[src/rtl/serial_adder_pkg.sv]
// Shared types for the bit-serial adder: FSM state encoding.
package serial_adder_pkg;

    typedef enum logic [1:0] {
        IDLE = 2'd0,
        ADD  = 2'd1,
        DONE = 2'd2
    } state_t;

endpackage

[src/rtl/serial_adder_full_adder.sv]
// Purpose: one-bit full adder, the only arithmetic in the serial adder.
// Latency/backpressure: purely combinational, no handshake.
module full_adder (
    input  logic x,
    input  logic y,
    input  logic ci,
    output logic s,
    output logic co
);

    assign s  = x ^ y ^ ci;
    assign co = (x & y) | (x & ci) | (y & ci);

endmodule

[src/rtl/serial_adder.sv]
// Purpose: LSB-first bit-serial a+b+cin; result valid WIDTH cycles after accept.
// Backpressure: result held in DONE until out_ready; in_ready only in IDLE.
module serial_adder
    import serial_adder_pkg::*;
#(
    parameter int WIDTH = 8
) (
    input  logic             clk,
    input  logic             rst_n,
    input  logic             in_valid,
    output logic             in_ready,
    input  logic [WIDTH-1:0] a,
    input  logic [WIDTH-1:0] b,
    input  logic             cin,
    output logic             out_valid,
    input  logic             out_ready,
    output logic [WIDTH-1:0] sum,
    output logic             cout
);

    localparam int CW = $clog2(WIDTH + 1);

    state_t           r_state;
    state_t           w_next_state;
    logic [WIDTH-1:0] r_a_sr;
    logic [WIDTH-1:0] r_b_sr;
    logic [WIDTH-1:0] r_sum_sr;
    logic             r_carry;
    logic [CW-1:0]    r_cnt;
    logic             w_s;
    logic             w_co;
    logic [WIDTH-1:0] w_sum_next;
    logic             w_in_ready;
    logic             w_out_valid;

    full_adder u_fa (
        .x  (r_a_sr[0]),
        .y  (r_b_sr[0]),
        .ci (r_carry),
        .s  (w_s),
        .co (w_co)
    );

    // New sum bit enters at the MSB so after WIDTH shifts bit 0 sits at the LSB.
    generate
        if (WIDTH == 1) begin : g_w1
            assign w_sum_next = w_s;
        end else begin : g_wn
            assign w_sum_next = {w_s, r_sum_sr[WIDTH-1:1]};
        end
    endgenerate

    always_ff @(posedge clk or negedge rst_n) begin
        if (!rst_n) begin
            r_state  <= IDLE;
            r_a_sr   <= '0;
            r_b_sr   <= '0;
            r_sum_sr <= '0;
            r_carry  <= 1'b0;
            r_cnt    <= '0;
        end else begin
            r_state <= w_next_state;
            case (r_state)
                IDLE: begin
                    if (in_valid) begin
                        r_a_sr  <= a;
                        r_b_sr  <= b;
                        r_carry <= cin;
                        r_cnt   <= '0;
                    end
                end
                ADD: begin
                    r_a_sr   <= r_a_sr >> 1;
                    r_b_sr   <= r_b_sr >> 1;
                    r_sum_sr <= w_sum_next;
                    r_carry  <= w_co;
                    r_cnt    <= r_cnt + CW'(1);
                end
                default: ;
            endcase
        end
    end

    always_comb begin
        w_next_state = r_state;
        w_in_ready   = 1'b0;
        w_out_valid  = 1'b0;
        case (r_state)
            IDLE: begin
                w_in_ready = 1'b1;
                if (in_valid) w_next_state = ADD;
            end
            ADD: begin
                if (r_cnt == CW'(WIDTH - 1)) w_next_state = DONE;
            end
            DONE: begin
                w_out_valid = 1'b1;
                if (out_ready) w_next_state = IDLE;
            end
            default: w_next_state = IDLE;
        endcase
    end

    assign in_ready  = w_in_ready;
    assign out_valid = w_out_valid;
    assign sum       = r_sum_sr;
    assign cout      = r_carry;

endmodule
[config.mk]
export PLATFORM = sky130hd
export DESIGN_NAME = serial_adder
export DESIGN_NICKNAME = d
export VERILOG_FILES = /design/src/rtl/serial_adder_pkg.sv /design/src/rtl/serial_adder_full_adder.sv /design/src/rtl/serial_adder.sv
export SDC_FILE = /design/constraint.sdc
export NUM_CORES = 1
export LEC_CHECK = 0
export CAP_MARGIN = 20
export CORE_MARGIN = 2
export CORE_UTILIZATION = 49
export DETAILED_ROUTE_END_ITERATION = 7
export PLACE_DENSITY = 0.82
export REMOVE_ABC_BUFFERS = 1
export SKIP_LAST_GASP = 1
export SLEW_MARGIN = 10
export SYNTH_ARGS = -nofsm -noshare
export SYNTH_HDL_FRONTEND = slang
export SYNTH_HIERARCHICAL = 1
export SYNTH_SLANG_ARGS = --single-unit
[constraint.sdc]
create_clock -name clk -period 1.7 [get_ports clk]
set_input_delay 0.34 -clock clk [delete_from_list [all_inputs] [get_ports clk]]
set_output_delay 0.34 -clock clk [all_outputs]
set_load 0.01 [all_outputs]
Word-level counts from Yosys, hierarchy flattened
Index checks and enable logic that the tools add are counted.
{ "totals": {"reg_bits": 31, "input_bits": 21, "wordCells": 38} }
{ "op_classes": {"add_sub_neg": 1, "eq_ne": 6, "muxes": 14, "bitwise_logic": 7, "reduce_logical": 4} }
{ "ops": {"columns": ["operator", "n"], "rows": [
  ["$pmux 8 s2", 2],
  ["$mux 8", 2],
  ["$pmux 4 s2", 1],
  ["$mux 2", 3],
  ["$ne 2x2->1 const B", 3],
  ["$pmux 2 s3", 1],
  ["$add 4x1->4 const B", 1],
  ["$eq 4x3->1 const B", 1],
  ["$mux 4", 1],
  ["$and 1x1->1", 3],
  ["$mux 1", 3],
  ["$reduce_and 3->1", 1],
  ["$eq 2x1->1 const B", 1],
  ["$eq 2x2->1 const B", 1],
  ["$logic_not 2->1", 1],
  ["$or 1x1->1", 2],
  ["$pmux 1 s2", 1],
  ["$reduce_and 2->1", 1],
  ["$reduce_bool 2->1", 1],
  ["$xor 1x1->1", 2]
]} }

Depth between registers and ports, before layout
{ "logic_depth": {"ltp_word": 4, "ltp_mapped": 5} }

Cells and area by module
The synthesis kept the hierarchy.
{ "modules_own_cells": {"columns": ["mod", "instances", "cells_each", "area_per_inst_um2"], "rows": [
  ["serial_adder", 1, 118, 1387.6],
  ["full_adder", 1, 1, 20.0]
]} }

Worst setup path before layout
OpenSTA, ideal clock, no wires.
{ "synth_path": {"path_kind": "register -> register", "start": "register r_carry, in the netlist cout", "end": "register r_sum_sr[7], in the netlist sum[7]", "setup_time_ns": 0.125, "t_arrival_ns": 1.099, "required_time_ns": 1.575, "path_slack_ns": 0.476, "stages_incl_launch_ff": 3, "n_path_buf": 0, "cell_sequence": "dfrtp_1 > fa_1 > mux2_4"} }
{ "synth_via": {"elab_chain_cells": 1} }
{ "synth_lines": {"columns": ["item", "line_no", "source"], "rows": [
  ["start, declared", "serial_adder.sv:28", "logic r_carry;"],
  ["start signal, assigned", "serial_adder.sv:68", "r_carry <= cin;"],
  ["start signal, assigned", "serial_adder.sv:76", "r_carry <= w_co;"],
  ["$xor 1x1->1", "serial_adder_full_adder.sv:11", "assign s = x ^ y ^ ci;"],
  ["via w_s", "serial_adder.sv:30", "logic w_s;"],
  ["end signal, assigned", "serial_adder.sv:75", "r_sum_sr <= w_sum_next;"],
  ["end, declared", "serial_adder.sv:27", "logic [WIDTH-1:0] r_sum_sr;"]
]} }
The timed path passes the listed nets, and every way through them passes these cells.
A chain may end at the register's enable or synchronous reset.

Final worst setup path
{ "layout_path": {"start": "register r_sum_sr[7], in the netlist sum[7]", "end": "output port sum[7]"} }
{ "layout_rtl": {"columns": ["item", "line_no", "source"], "rows": [
  ["end, declared", "serial_adder.sv:17", "output logic [WIDTH-1:0] sum,"]
]} }
No word-level cell between the ends.

==> out/qor.yml <==
outcome:
  outcome: "finished, final reports clean"
critical_path:
  cp_slowest_cell: "clkdlybuf4s50_1"
  worstPathCellList: "clkdlybuf4s50_1"
  path_delay_family: "buffers and inverters"
  cp.required_ps: 1360
  cp_max_fo: 3
  arrival_ps: 1280
  cpPeakStageDelay_ps: 550
  worstSetupStartpointType: "flip-flop"
  timing.rr.start: "r_state[1]"
  crit_path_start: "sum[7]"
  critPathBufInv: 1
  crit_type: "flip-flop to primary output"
  end_kind: "primary output"
flow_run:
  cap_violations: 0
yosys:
  synth_top_area_cell: "dfrtp_1"
  syn_area_um2: 1408
  synth-main-ff-cell: "dfrtp_1"
  synth_area_per_cell_um2: 11.83
  yosysMostFrequentCell: "dfrtp_1"
  synth_edf_count: 0
  synth_xor_area_frac: 0
  synth_seq_area_share: 0.5511
  ys_ff_latch: 31
  synth_area_leaders: "dfrtp_1 (55%), mux2_4 (8.5%), a22oi_1 (8.0%)"
  syn_inst: 119
  synthAdderAreaFrac: 0.02311
  synth_cell_type_count: 25
  synth_top_area_share: 0.5511
  synthSimpleGateAreaFrac: 0.09511
  synth_compound_area_frac: 0.1813
  async_flop_share: 1.000
  yosys-top-cells-count: "dfrtp_1 (31), nand2_1 (18), o21ai_1 (18)"
  yosysWarnings: 6
  synthMuxAreaShare: 0.09244
  synth_top_family_by_area: "compound AO/OA/AOI/OAI gates"
floorplanning:
  die_w_um: 57.60
  start_util: 0.5149
  dieArea_um2: 3317
  row_count: 19
  io_pins: 32
  die_h_um: 57.60
  coreArea_um2: 2734
cts:
  clock_path_buffers: 2
  postCtsHoldBufs: 0
  cts_tree: "yes"
  htreeDepth: 2
  clk_pin_slew_ps: 100
  numCtsBuffers: 5
  cts_sinks: 31
  root_buffer: "clkbuf_4"
  clkLatencyLatePin_ps: 330
pwr:
  leakage_nw: 0.8341
  power.density_nw_per_um2: 1659
  ir_worst_vdd_v: 0.001345
global_route:
  grt_pass1_wl_um: 5092
  overflow: 0
  grt_pass1_vias: 1158
  grt_max_degree: 32
  antenna_found_initial: 0
  grtUsageTotal: 0.2046
route:
  maxUsedRoutingLayer: "met4"
  vias: 1072
  drt_iter0_drc: 33
  ant_nets: 0
  routed_wl_um: 2900
  wl_per_cell_um: 15.34
  met1_length_um: 1155
  drc: 0
  drt-pass1-iter-count: 4
  drt-vias-per-instance: 5.672
  dr_wl_met3_um: 192
  wl_met2_um: 1532
timing:
  period_share: 0.9502
  fin_ws_ps: 84.68
  relSlewSlack: 0.7374
  hold_violations: 0
  rsz0062_at_grt: "no"
  setup_violations: 0
  fin_skew_ps: 8.803
  slew_violations: 0
  post-route-min-period_ps: 1615
  tightest_slew_ps: 393.9
  timing.fmax_ghz: 0.6191
cells_and_area:
  fin_area_um2: 1852
  syn2layout_area_growth_pct: 31.56
  nFillCells: 196
  drive_gt1_frac: 0.1772
  n_antenna_cell: 0
  final_nets: 180
placed_design:
  hpwl_um: 1999
  place.gp.congestion: 0.7588
  post-place-ws_ps: 91.91
  io_buffers: 31
  dpl-instance-area_um2: 1749
min_path:
  min_path_type: "primary input to async pin"
per-layer routing:
layer  up-vias  track usage
met5         -            0
met4         0      0.06312
met3         4      0.07937
met2        46       0.3458
li1        501            -
met1       521       0.2399
cell type report:
type | instances | area (µm²) | share of cell area
clock buffers | 6 | 51.30 | 0.02770
clock inverters | 2 | 35.03 | 0.01892
inverters | 2 | 7.507 | 0.004054
multi-input cells | 78 | 559.3 | 0.3020
flip-flops and latches | 31 | 775.7 | 0.4189
well taps | 31 | 38.79 | 0.02095
repair buffers | 39 | 384.1 | 0.2074
what timing repair did:
item                       CTS  global route
gates resized for setup      2             2
setup endpoints to repair    2             2
setup buffers                1             0
final timing paths:
kind                        endpoint  slack, ps  depth (start not counted)
setup / recovery              sum[7]         80                          1
hold / removal              r_cnt[3]        400                          2
setup reg to reg            r_cnt[2]        220                          5
hold reg to reg            r_a_sr[1]        500                          2
max in group asynchronous  r_b_sr[2]       1010                          2
min in group clk           r_a_sr[1]        500                          2
worst register-to-register path: stages, from the launching register on:
cell and delay (ps):
dfrtp_1 420, buf_4 150, buf_4 180, o21bai_2 230
buf_4 170, a22o_1 220
report_power, final:
| part | internal (mW) | switching [mW] | total, mW |
|---|---|---|---|
| Combinational | 0.722 | 0.514 | 1.24 |
| Clock | 0.347 | 0.257 | 0.604 |
| Sequential | 1.03 | 0.206 | 1.23 |
cell families (layout without fill, tap and decap cells):
logic type      count (synthesis)  count (layout)
buf+inv                        10              49
fa+ha+maj                       2               2
compound gates                 39              39
mux                             9               9
simple gates                   28              28
flops                          31              31
per-stage QoR:
step                        util  hold WS (ps)  std cells  setup TNS, ps  power (mW)
after floorplan                -         44.41        111              0       1.934
after global placement    0.6398         468.1        180              0       2.397
after detailed placement  0.6398         476.5        180              0       2.467
after CTS                 0.6746         389.5        189         -122.4       3.094
after global routing      0.6773         407.3        189              0       3.285
final                     0.6773         399.8        189              0       3.072
registers in the layout, summed over array words and instances (netlist names):
| register | flops |
|---|---|
| r_a_sr | 8 |
| r_b_sr | 8 |
| sum | 8 |
| r_cnt | 4 |
| r_state | 2 |
| cout | 1 |
cells in the final DEF, fill, tap and decap left out, types with 2 or more instances in the layout:
master and instances:
dfrtp_1 31, clkdlybuf4s50_1 29, nand2_1 18, o21ai_1 18, a22oi_1 15, mux2_4 8, buf_4 7, clkbuf_4 5
nor2b_1 2, inv_1 2, nand2b_1 2, a32o_1 2
Power figures use the tool's default switching activity.
==> RTL edit, RTL diff (same flow settings) <==
Reset style: synchronous (`rst_n`), changed in one clocked block.
--- a/src/rtl/serial_adder.sv
+++ b/src/rtl/serial_adder.sv
@@ -50,7 +50,7 @@
         end
     endgenerate
 
-    always_ff @(posedge clk or negedge rst_n) begin
+    always_ff @(posedge clk) begin
         if (!rst_n) begin
             r_state  <= IDLE;
             r_a_sr   <= '0;
Formal check against the unedited RTL: differs if rst_n is asserted again (counterexample within 4 cycles, from zero or initial values and one cycle with rst_n low); with rst_n held inactive, the same outputs for 10 cycles.
==> RTL edit against the original RTL <==
- hold slack better by 0.069 ns
- wire length is 4.2% higher
- sequential cell count did not move
- synthesized cell count grew 31%
- area after synthesis fell by 4.9%
- worst setup slack gained 0.036 ns
- count of clock-buffer cells in the layout unchanged
- design area is 5.7% lower
- register-to-register slack better by 0.08 ns
Power is not compared: it rests on default switching activity, and its combinational part moved more than twofold at a synthesized area within 25%.
==> RTL edit: results (changes against the original RTL) <==
- First-pass GRT wire length: 5.02 mm (-1.4%)
- Warnings, synthesis: 6 (unchanged)
- Fillers: 228 (+16%)
- Most frequent cells after synthesis: 31 x dfxtp_1, 18 x nand2_1, 17 x a21oi_1
- GPL Wtd Cong: 0.757 (-0.21%)
- Worst EP arrival: 1.24 ns (-0.04 ns)
- Max H-tree Level: 2 (unchanged)
- Fraction of layout cells with a size suffix above 1: 8.33% (-9.4 points)
- CP max stage delay: 0.55 ns (about the same)
- Sw Share: 25.4%
- Total Wirelength: 3.02 mm (+4.2%)
- DRT iter0 DRCs: 31 (-6.1%)
- Pin count of the biggest net entering global routing: 33 (+3.1%)
- DR WL met3: 165 um (-14%)
- Initial antenna violation count: 0 (unchanged)
- Clock Tree Root: clkbuf_4
- Vias per inst: 5.53 (-2.6%)
- Async SR Flop Fraction: 0% (-100 points)
- Grt met2 use: 35.6% (+1.1 points)
- Highest Signal Layer: met4
- GRT met3 Usage: 7.37% (-0.56 points)
- Placed Instance Area: 1710 um2 (-2.4%)
- Syn avg cell area: 8.58 um2 (-27%)
- CTS Buffer Depth: 2 (unchanged)
- Pint: 1030 uW
- Clk slew on worst S/H paths: 0.08 ns (-0.02 ns)
- Total GRT Usage: 20.7% (+0.27 points)
- Slew headroom: 72.2% (-1.5 points)
- Synth top area cells: dfxtp_1 46%, o2bb2ai_1 7.2%, a21oi_1 6.4%
- ANT cells: 0 (unchanged)
- Clock Skew: 0.00293 ns (-0.00587 ns)
- Final HPWL DP: 2.11 mm (+5.8%)
- Drt wl/cell: 13.6 um (-11%)
- Drt pass-1 iters: 4 (unchanged)
- Ys flop type: dfxtp_1
- Vias in the first global route: 1160 (+0.17%)
- Met2 WL: 1.48 mm (-3.5%)
- HP Class: flop to flop
- Register area share after synthesis: 46.4% (-8.8 points)
- # resized after CTS: 2 (unchanged)
- P_seq: 795 uW
- Place WS: 0.0375 ns (-0.0544 ns)
- Top Family by Delay on Critical Path: buffers and inverters
- Met1 Use GR: 23.3% (-0.67 points)
- Nets: 216 (+20%)
- CTS Buf Count: 5 (unchanged)
- Post-synthesis cell type count: 32 (+28%)
- Crit path max-delay cell type: clkdlybuf4s50_1
- Port Buffers: 31 (unchanged)
- Status: finished clean
- M1 WL: 1.32 mm (+14%)
- Post-CTS Setup Inserts: 0 (-1)
- Clock share of power: 26.4%
- Later-pin clock latency in the skew report: 0.32 ns
RTL edit: logic make-up (layout without fill, tap and decap cells):
group | Yosys count | count (layout) | synth area share (%)
simple gates | 48 | 48 | 16.5
flops | 31 | 31 | 46.4
mux | 1 | 1 | 0.748
compound gates | 61 | 61 | 29.3
buf+inv | 13 | 49 | 4.58
fa+ha+maj | 2 | 2 | 2.43
RTL edit: cell type report:
class	count	area, um2	share of cell area [%]
clock buffer	6	41.3	2.36
inverter	2	7.51	0.430
multi-input combinational	112	657	37.6
sequential	31	621	35.5
tap	30	37.5	2.15
timing repair buffer	41	383	21.9
RTL edit: path summary, 6_finish.rpt:
check,endpoint,slack (ns),start,cells after the start
worst max register to register,r_cnt[2],0.30,r_state[0],4
worst min register to register,sum[0],0.47,sum[0],2
worst max-delay path,cout,0.12,cout,1
worst min-delay path,sum[0],0.47,sum[0],2
RTL edit: tightest hold or removal path, cell delays in order (launching register included):
cell and delay (ns):
dfxtp_1 0.32, nand2_1 0.05, a21boi_0 0.06
